[config.mk]
export PLATFORM = sky130hd
export DESIGN_NAME = rf_wport_arbiter
export DESIGN_NICKNAME = d
export VERILOG_FILES = /design/src/rtl/rf_wport_arbiter.sv
export SDC_FILE = /design/constraint.sdc
export NUM_CORES = 1
export LEC_CHECK = 0
export BUFFER_PORTS_ARGS = -buffer_cell sky130_fd_sc_hd__buf_2
export CELL_PAD_IN_SITES_DETAIL_PLACEMENT = 0
export CELL_PAD_IN_SITES_GLOBAL_PLACEMENT = 1
export CORE_MARGIN = 8
export CORE_UTILIZATION = 36
export DETAILED_ROUTE_END_ITERATION = 7
export PLACE_DENSITY = 0.79
export REMOVE_ABC_BUFFERS = 1
export SLEW_MARGIN = 20
export SYNTH_ARGS = -nofsm -noshare
export SYNTH_HDL_FRONTEND = slang
export SYNTH_SLANG_ARGS = --single-unit
[constraint.sdc]
create_clock -name clk -period 2.3 [get_ports clk]
set_input_delay 0.46 -clock clk [delete_from_list [all_inputs] [get_ports clk]]
set_output_delay 0.46 -clock clk [all_outputs]
set_load 0.01 [all_outputs]
[src/rtl/rf_wport_arbiter.sv]
// Purpose: shares the single GRF write port between W-stage writeback (priority) and a 2-entry aux result FIFO.
// Latency: W writes pass through combinationally; an aux result reaches the GRF no earlier than the cycle after acceptance.
// Backpressure: aux_ready drops when the FIFO is full with no pop, or while stall_req is forcing W to drain.
module rf_wport_arbiter #(
    parameter int unsigned STARVE_LIMIT = 4
) (
    input  logic        clk,
    input  logic        reset_n,
    input  logic        w_we,
    input  logic [4:0]  w_a3,
    input  logic [31:0] w_wd,
    input  logic        aux_valid,
    input  logic [4:0]  aux_a3,
    input  logic [31:0] aux_wd,
    output logic        aux_ready,
    output logic        rf_we,
    output logic [4:0]  rf_a3,
    output logic [31:0] rf_wd,
    output logic        stall_req,
    output logic [1:0]  pend_vld,
    output logic [4:0]  pend_a3_0,
    output logic [4:0]  pend_a3_1
);

    typedef enum logic [1:0] {IDLE, PEND, FORCE} state_t;

    typedef struct packed {
        logic [4:0]  a3;
        logic [31:0] wd;
    } ent_t;

    localparam logic [3:0] LIMIT = 4'(STARVE_LIMIT);

    state_t     state;
    logic [3:0] cnt;
    logic [1:0] vld;
    ent_t       ent [2];

    logic       w_wr;
    logic       pop;
    logic       head_kill;
    logic       head_blocked;
    logic       accept;
    logic [3:0] cnt_nxt;
    logic [2:0] c_vld;
    ent_t       c_ent [3];
    logic [1:0] nxt_vld;
    ent_t       nxt_ent [2];

    assign w_wr         = w_we && (w_a3 != 5'd0);
    assign pop          = vld[0] && !w_wr;
    assign head_kill    = w_wr && vld[0] && (ent[0].a3 == w_a3);
    assign head_blocked = w_wr && vld[0] && !head_kill;

    // Entries are kept compacted toward slot 0, so full means both bits set.
    assign aux_ready = (state != FORCE) && (!(&vld) || pop);
    assign accept    = aux_valid && aux_ready;

    assign pend_vld  = vld;
    assign pend_a3_0 = ent[0].a3;
    assign pend_a3_1 = ent[1].a3;

    always_comb begin
        rf_we = 1'b0;
        rf_a3 = 5'd0;
        rf_wd = 32'd0;
        if (reset_n) begin
            if (w_wr) begin
                rf_we = 1'b1;
                rf_a3 = w_a3;
                rf_wd = w_wd;
            end else if (pop && (ent[0].a3 != 5'd0)) begin
                rf_we = 1'b1;
                rf_a3 = ent[0].a3;
                rf_wd = ent[0].wd;
            end
        end
    end

    always_comb begin
        cnt_nxt = cnt;
        if (head_blocked) begin
            cnt_nxt = (cnt == 4'hF) ? cnt : cnt + 4'd1;
        end else if (pop || head_kill) begin
            cnt_nxt = 4'd0;
        end
    end

    // Candidate list in program order: surviving FIFO entries, then the incoming result.
    always_comb begin
        if (pop) begin
            c_vld[0] = vld[1];
            c_ent[0] = ent[1];
            c_vld[1] = 1'b0;
            c_ent[1] = '0;
        end else begin
            c_vld[0] = vld[0];
            c_ent[0] = ent[0];
            c_vld[1] = vld[1];
            c_ent[1] = ent[1];
        end
        c_vld[2] = accept;
        c_ent[2] = '{a3: aux_a3, wd: aux_wd};

        // The W instruction is younger than every aux result: matching entries are dead.
        for (int i = 0; i < 3; i++) begin
            if (w_wr && (c_ent[i].a3 == w_a3)) begin
                c_vld[i] = 1'b0;
            end
        end

        nxt_vld    = 2'b00;
        nxt_ent[0] = '0;
        nxt_ent[1] = '0;
        for (int i = 0; i < 3; i++) begin
            if (c_vld[i]) begin
                if (!nxt_vld[0]) begin
                    nxt_vld[0] = 1'b1;
                    nxt_ent[0] = c_ent[i];
                end else begin
                    nxt_vld[1] = 1'b1;
                    nxt_ent[1] = c_ent[i];
                end
            end
        end
    end

    always_ff @(posedge clk or negedge reset_n) begin
        if (!reset_n) begin
            vld       <= 2'b00;
            ent[0]    <= '0;
            ent[1]    <= '0;
            state     <= IDLE;
            cnt       <= 4'd0;
            stall_req <= 1'b0;
        end else begin
            vld    <= nxt_vld;
            ent[0] <= nxt_ent[0];
            ent[1] <= nxt_ent[1];
            case (state)
                IDLE: begin
                    cnt <= 4'd0;
                    if (nxt_vld[0]) begin
                        state <= PEND;
                    end
                end
                PEND: begin
                    if (!nxt_vld[0]) begin
                        state <= IDLE;
                        cnt   <= 4'd0;
                    end else begin
                        cnt <= cnt_nxt;
                        if (cnt == LIMIT) begin
                            state     <= FORCE;
                            stall_req <= 1'b1;
                        end
                    end
                end
                FORCE: begin
                    if (!nxt_vld[0]) begin
                        state     <= IDLE;
                        cnt       <= 4'd0;
                        stall_req <= 1'b0;
                    end else begin
                        cnt <= cnt_nxt;
                    end
                end
                default: begin
                    state     <= IDLE;
                    cnt       <= 4'd0;
                    stall_req <= 1'b0;
                end
            endcase
        end
    end

endmodule

==> flow_summary.json, run 1 <==
{
  "final.period_utilization_pct": 104,
  "number_of_antenna_violating_nets_in_the_routed_design": 0,
  "clk_pin_slew_worst_paths_ps": 70,
  "category_of_the_most_critical_setup_path": "in -> out",
  "place_congestion": 0.896,
  "placement_rows": 42,
  "num-fill-cells": 1194,
  "synth.distinct_cells": 55,
  "setup_tns_ps": -1450,
  "die_width_um": 131,
  "syn-mean-instance-area_um2": 9.68,
  "drt-vias-per-instance": 5.59,
  "synth-seq-area-share_pct": 44.0,
  "post-synth-top-count-cell": "sky130_fd_sc_hd__dfrtp_1",
  "sink_count_of_the_clock_tree": 83,
  "grt_pass1_vias": 4753,
  "post_dp_hpwl_mm": 11.5,
  "num_io_pins": 130,
  "first_pass_grt_wire_length_mm": 26.0,
  "post_synth_inst_count": 488,
  "timing.critical_path.to_type": "output pin",
  "core_area_mm2": 0.0130,
  "peak_ir_drop_on_the_vdd_network_mv": 0.553,
  "total_of_max_cap_violations": 0,
  "tightestPinTransition_ps": 717,
  "antenna_violations_before_repair": 0,
  "tritoncts": "done",
  "vias": 4749,
  "final-setup-viol-count": 38,
  "route.detailed.wl_per_inst_um": 20.4,
  "finalHoldViolations": 0,
  "routed_wl_mm": 17.3,
  "max_slew_margin_pct": 51.8,
  "worst_r2r_path_depth": 7,
  "fp.dieArea_mm2": 0.0170,
  "power.leakage_nw": 3.08,
  "slew_violations": 0,
  "timing.hold.ws_ps": 46.9,
  "diode_count": 0,
  "data_arrival_time_of_the_critical_path_ps": 1920,
  "tritoncts.num_buffers": 9,
  "hold_path.class": "in -> async",
  "max_freq_mhz": 419,
  "timing.final.crit_period_ps": 2380,
  "yosys_register_bits": 83,
  "cts_max_path_bufs": 2,
  "post-synth-top-area-cell": "sky130_fd_sc_hd__dfrtp_1",
  "synth_top_area_share_pct": 44.0,
  "cellPowerDensity_mw_per_mm2": 1060,
  "final_layout_size_suffix_gt1_share_pct": 44.0,
  "grt_usage_pct": 19.7,
  "netlist_top_cells_count": "sky130_fd_sc_hd__dfrtp_1, sky130_fd_sc_hd__nand2_1, sky130_fd_sc_hd__nor2b_1",
  "unrepaired_setup_endpoints_after_global_routing": "yes",
  "run_status": "finished, violations left",
  "drc_errors": 0,
  "yosys_warnings": 0,
  "worstSetupStartpointType": "input port",
  "grt_start_max_net_pins": 33,
  "synth.cell_area_mm2": 0.00473,
  "drt_first_pass_iters": 5,
  "max_fo_critical_path": 9,
  "dieHeight_um": 131,
  "worstSkewPairLatency_ps": 340,
  "skew_ps": 13.2,
  "num-nets-final": 751,
  "yosys_most_used_dff": "sky130_fd_sc_hd__dfrtp_1",
  "clk_root_buffer_cell": "sky130_fd_sc_hd__clkbuf_16",
  "setup_slack_ps": -83.9,
  "synth-edff-count": 0,
  "area_growth_syn_to_layout_pct": 45.1,
  "port-buffer-count": 129,
  "grt_overflow_total": 0,
  "failing_checks": "negative setup slack",
  "synth_top_cells_by_area": "sky130_fd_sc_hd__dfrtp_1, sky130_fd_sc_hd__a22o_1, sky130_fd_sc_hd__a32oi_1",
  "start_util_pct": 36.3,
  "critPathRequiredTime_ps": 1840,
  "ys_async_sr_fraction_pct": 100,
  "drt_iter0_drc": 574,
  "h_tree_depth_reported_by_cts": 3
}
[final cells by class]
| cell class | instances | area [um^2] | area share, % |
|---|---|---|---|
| Multi-Input combinational cell | 342 | 2620 | 38.1 |
| Sequential cell | 83 | 2080 | 30.3 |
| Clock inverter | 7 | 67.6 | 0.985 |
| Timing Repair Buffer | 221 | 1610 | 23.5 |
| Inverter | 11 | 41.3 | 0.602 |
| Clock buffer | 9 | 225 | 3.28 |
| Tap cell | 176 | 220 | 3.21 |
[final timing paths]
kind                               from           end  slack, ps
max in group asynchronous       reset_n       ent[29]       1520
setup / recovery                w_a3[0]     rf_wd[26]        -80
hold reg to reg                 ent[50]       ent[50]        500
min in group clk             aux_wd[27]       ent[27]        360
hold / removal                  reset_n  pend_a3_1[1]         50
setup reg to reg           pend_a3_1[2]        ent[8]         80
[logic make-up (layout without fill, tap and decap cells)]
kind of cell	Yosys count	after routing	synth area share (%)
buffers and inverters	64	248	6.83
adders and majority gates	5	5	1.32
AOI/OAI and AO/OA	189	189	30.4
and+or+nand+nor	134	135	15.0
xor gates and xnor gates	13	13	2.41
DFF	83	83	44.0
[registers in the layout, indices dropped and copies added, names as in the netlist]
signal     flops
pend_a3_0      5
state          2
ent           64
pend_a3_1      5
cnt            4
pend_vld       2
stall_req      1
[through the flow]
stage / worst slack [ps] / utilization [%] / power, mW / std cells / area (um^2)
after floorplan: -1380 / - / 3.70 / 435 / 4440
after global placement: -370 / 45.6 / 5.15 / 808 / 5950
after detailed placement: -396 / 45.6 / 5.24 / 808 / 5950
after CTS: -62.5 / 51.0 / 7.06 / 839 / 6650
after global routing: -125 / 52.6 / 7.64 / 849 / 6860
final: -83.9 / 52.6 / 7.27 / 849 / 6860
[power by group]
part	leakage (nW)	switching [mW]	internal [mW]
Clock	0.136	0.656	0.762
Sequential	1.11	0.370	1.90
Combinational	1.83	1.97	1.61
Total	3.08	3.00	4.27
[placed cells by master, fill, tap and decap left out, drive strengths merged, types with 4 or more instances in the layout]
| master | n |
|---|---|
| a21oi | 12 |
| a22o | 36 |
| a22oi | 32 |
| a32oi | 36 |
| buf | 219 |
| clkbuf | 11 |
| dfrtp | 83 |
| ha | 5 |
| inv | 15 |
| nand2 | 51 |
| nand2b | 5 |
| nand3 | 6 |
| nor2 | 8 |
| nor2b | 39 |
| nor3 | 5 |
| o21ai | 43 |
| or3 | 4 |
| xnor2 | 6 |
| xor2 | 7 |
[routing by layer]
metal	track usage, %	vias to the layer above	share of wire, %
met3	4.14	14	6.3
met5	0	-	0
met1	26.2	2362	45
met2	31.8	182	48
li1	-	2191	-
met4	5.60	0	1.2
[worst max-delay path: stages]
cell,delay (ps)
sky130_fd_sc_hd__buf_12,100
sky130_fd_sc_hd__or3_4,410
sky130_fd_sc_hd__o31a_4,370
sky130_fd_sc_hd__buf_8,180
sky130_fd_sc_hd__a22oi_1,190
sky130_fd_sc_hd__nor2b_1,70
sky130_fd_sc_hd__buf_2,140
[what timing repair did]
| item | CTS | global route |
|---|---|---|
| hold buffers | 0 | 0 |
| endpoints found under the setup margin | 77 | 112 |
| gates resized for setup | 66 | 28 |
| pin swaps | 25 | 13 |
| gates cloned | 6 | 1 |
| endpoints found under the hold margin | 0 | 0 |
| buffers inserted | 9 | 10 |
No activity file was read; power rests on OpenSTA's default activity.
==> run 2, diff against run 1 <==
--- a/config.mk
+++ b/config.mk
@@ -9,9 +9,10 @@
 export CELL_PAD_IN_SITES_DETAIL_PLACEMENT = 0
 export CELL_PAD_IN_SITES_GLOBAL_PLACEMENT = 1
 export CORE_MARGIN = 8
-export CORE_UTILIZATION = 36
+export CORE_UTILIZATION = 37
+export CTS_BUF_LIST = sky130_fd_sc_hd__clkbuf_2
 export DETAILED_ROUTE_END_ITERATION = 7
-export PLACE_DENSITY = 0.79
+export PLACE_DENSITY = 0.81
 export REMOVE_ABC_BUFFERS = 1
 export SLEW_MARGIN = 20
 export SYNTH_ARGS = -nofsm -noshare
==> flow_summary.json, run 2 (synthesized netlist as in run 1, its figures left out) <==
{
  "worstSetupStartpointType": "input port",
  "dp.cells": 811,
  "total_of_max_cap_violations": 0,
  "tritoncts": "done",
  "placed_area_mm2": 0.00600,
  "sink_count_of_the_clock_tree": 83,
  "worst_r2r_path_depth": 7,
  "max_freq_mhz": 393,
  "setup_slack_ps": -247,
  "cts_max_path_bufs": 2,
  "final.period_utilization_pct": 111,
  "fin_cells": 864,
  "failing_checks": "negative setup slack",
  "critPathRequiredTime_ps": 1840,
  "grt_overflow_total": 0,
  "layout.cell_area.non_filler_mm2": 0.00699,
  "core_area_mm2": 0.0126,
  "regToRegSetupSlack_ps": -30,
  "worstSkewPairLatency_ps": 530,
  "unrepaired_setup_endpoints_after_global_routing": "yes",
  "tightestPinTransition_ps": 542,
  "skew_ps": 25.5,
  "route.detailed.wl_per_inst_um": 20.9,
  "slew_violations": 0,
  "start_util_pct": 37.6,
  "clk_root_buffer_cell": "sky130_fd_sc_hd__clkbuf_2",
  "hold_path.class": "in -> async",
  "peak_ir_drop_on_the_vdd_network_mv": 0.436,
  "final_layout_size_suffix_gt1_share_pct": 47.1,
  "max_slew_margin_pct": 63.6,
  "h_tree_depth_reported_by_cts": 3,
  "num_io_pins": 130,
  "power.leakage_nw": 3.15,
  "tritoncts.num_buffers": 9,
  "top_register": "ent",
  "diode_count": 0,
  "layout.cells.most_common_list": "sky130_fd_sc_hd__buf_2, sky130_fd_sc_hd__dfrtp_1, sky130_fd_sc_hd__buf_4, sky130_fd_sc_hd__nand2_1, sky130_fd_sc_hd__nor2b_1",
  "first_pass_grt_wire_length_mm": 26.3,
  "drt-vias-per-instance": 5.70,
  "fp.dieArea_mm2": 0.0166,
  "vias": 4923,
  "port-buffer-count": 129,
  "post_dp_hpwl_mm": 11.8,
  "area_growth_syn_to_layout_pct": 47.8,
  "largest_register_ffs": 64,
  "final-setup-viol-count": 63,
  "finalHoldViolations": 0,
  "endpoint_of_the_most_critical_register_to_register_path": "pend_a3_0[2]",
  "number_of_antenna_violating_nets_in_the_routed_design": 0,
  "data_arrival_time_of_the_critical_path_ps": 2090,
  "antenna_violations_before_repair": 0,
  "drc_errors": 0,
  "grt_pass1_vias": 4946,
  "timing.critical_path.to_type": "output pin",
  "max_fo_critical_path": 6,
  "timing.final.crit_period_ps": 2550,
  "clk_pin_slew_worst_paths_ps": 230,
  "drt_iter0_drc": 360,
  "cellPowerDensity_mw_per_mm2": 1020,
  "die_width_um": 129,
  "grt_start_max_net_pins": 38,
  "placement_rows": 41,
  "run_status": "finished, violations left",
  "final_common_cell": "sky130_fd_sc_hd__buf_2",
  "drt_first_pass_iters": 5,
  "num-nets-final": 770,
  "category_of_the_most_critical_setup_path": "in -> out",
  "place_congestion": 0.895,
  "routed_wl_mm": 18.1,
  "worst_r2r_startpoint": "pend_a3_1[1]",
  "dieHeight_um": 129,
  "grt_usage_pct": 20.1
}
run 2: worst max path at each step:
stage	startpoint	to	slack, ps	depth (start not counted)
after CTS	pend_a3_0[1]	rf_wd[6]	-260	8
after detailed placement	w_a3[3]	ent[56]	-450	8
after global placement	w_a3[3]	pend_a3_0[3]	-430	8
after global routing	pend_vld[0]	rf_wd[14]	-330	8
after floorplan	w_a3[0]	ent[0]	-1380	6
final	w_a3[3]	rf_wd[14]	-250	10
run 2: timing repair:
action / in CTS / in global routing
hold buffers: 2 / 0
resized for setup: 50 / 73
buffers inserted: 15 / 14
pin swaps: 9 / 53
setup endpoints to repair: 112 / 106
endpoints found under the hold margin: 3 / 0
cloned: 2 / 9
run 2: power breakdown:
| part | internal (mW) | leakage [nW] | total (mW) | switching [mW] |
|---|---|---|---|---|
| clock network | 0.156 | 0.0602 | 0.680 | 0.524 |
| logic | 2.00 | 1.98 | 4.21 | 2.21 |
| registers | 1.90 | 1.11 | 2.26 | 0.362 |
run 2: worst max-delay path, stage by stage:
cell and delay [ps]:
sky130_fd_sc_hd__buf_2 140, sky130_fd_sc_hd__buf_4 170, sky130_fd_sc_hd__o21ai_1 260, sky130_fd_sc_hd__nand3_4 160, sky130_fd_sc_hd__a21oi_4 180, sky130_fd_sc_hd__buf_12 180
sky130_fd_sc_hd__buf_12 130, sky130_fd_sc_hd__a22oi_2 50, sky130_fd_sc_hd__nor2b_1 180, sky130_fd_sc_hd__buf_2 170
run 2: through the flow:
stage / setup slack, ps / hold WS (ps) / utilization (%) / TNS [ps] / power, mW
2_1_floorplan: -1380 / 164 / - / -134120 / 3.70
3_5_place_dp: -455 / 362 / 47.7 / -42480 / 5.28
5_1_grt: -333 / 6.96 / 55.6 / -14160 / 7.53
3_3_place_gp: -432 / 359 / 47.7 / -40970 / 5.20
6_report: -247 / 41.5 / 55.6 / -6710 / 7.15
4_1_cts: -257 / 4.79 / 51.7 / -7520 / 6.41
run 2: cell type report:
cell class              instances  area, um^2
flip-flops and latches         83        2080
inverters                      11        41.3
multi-input cells             343        2710
repair buffers                239        1850
fillers                      1101        5580
well taps                     172         215
clock buffers                  11        55.1
clock inverters                 5        37.5
run 2: routing by layer:
metal | wire length [um] | up-vias | track usage [%]
met2 | 8610 | 213 | 32.4
li1 | - | 2223 | -
met3 | 1420 | 28 | 4.72
met5 | 0 | - | 0
met4 | 382 | 0 | 7.05
met1 | 7670 | 2459 | 25.8
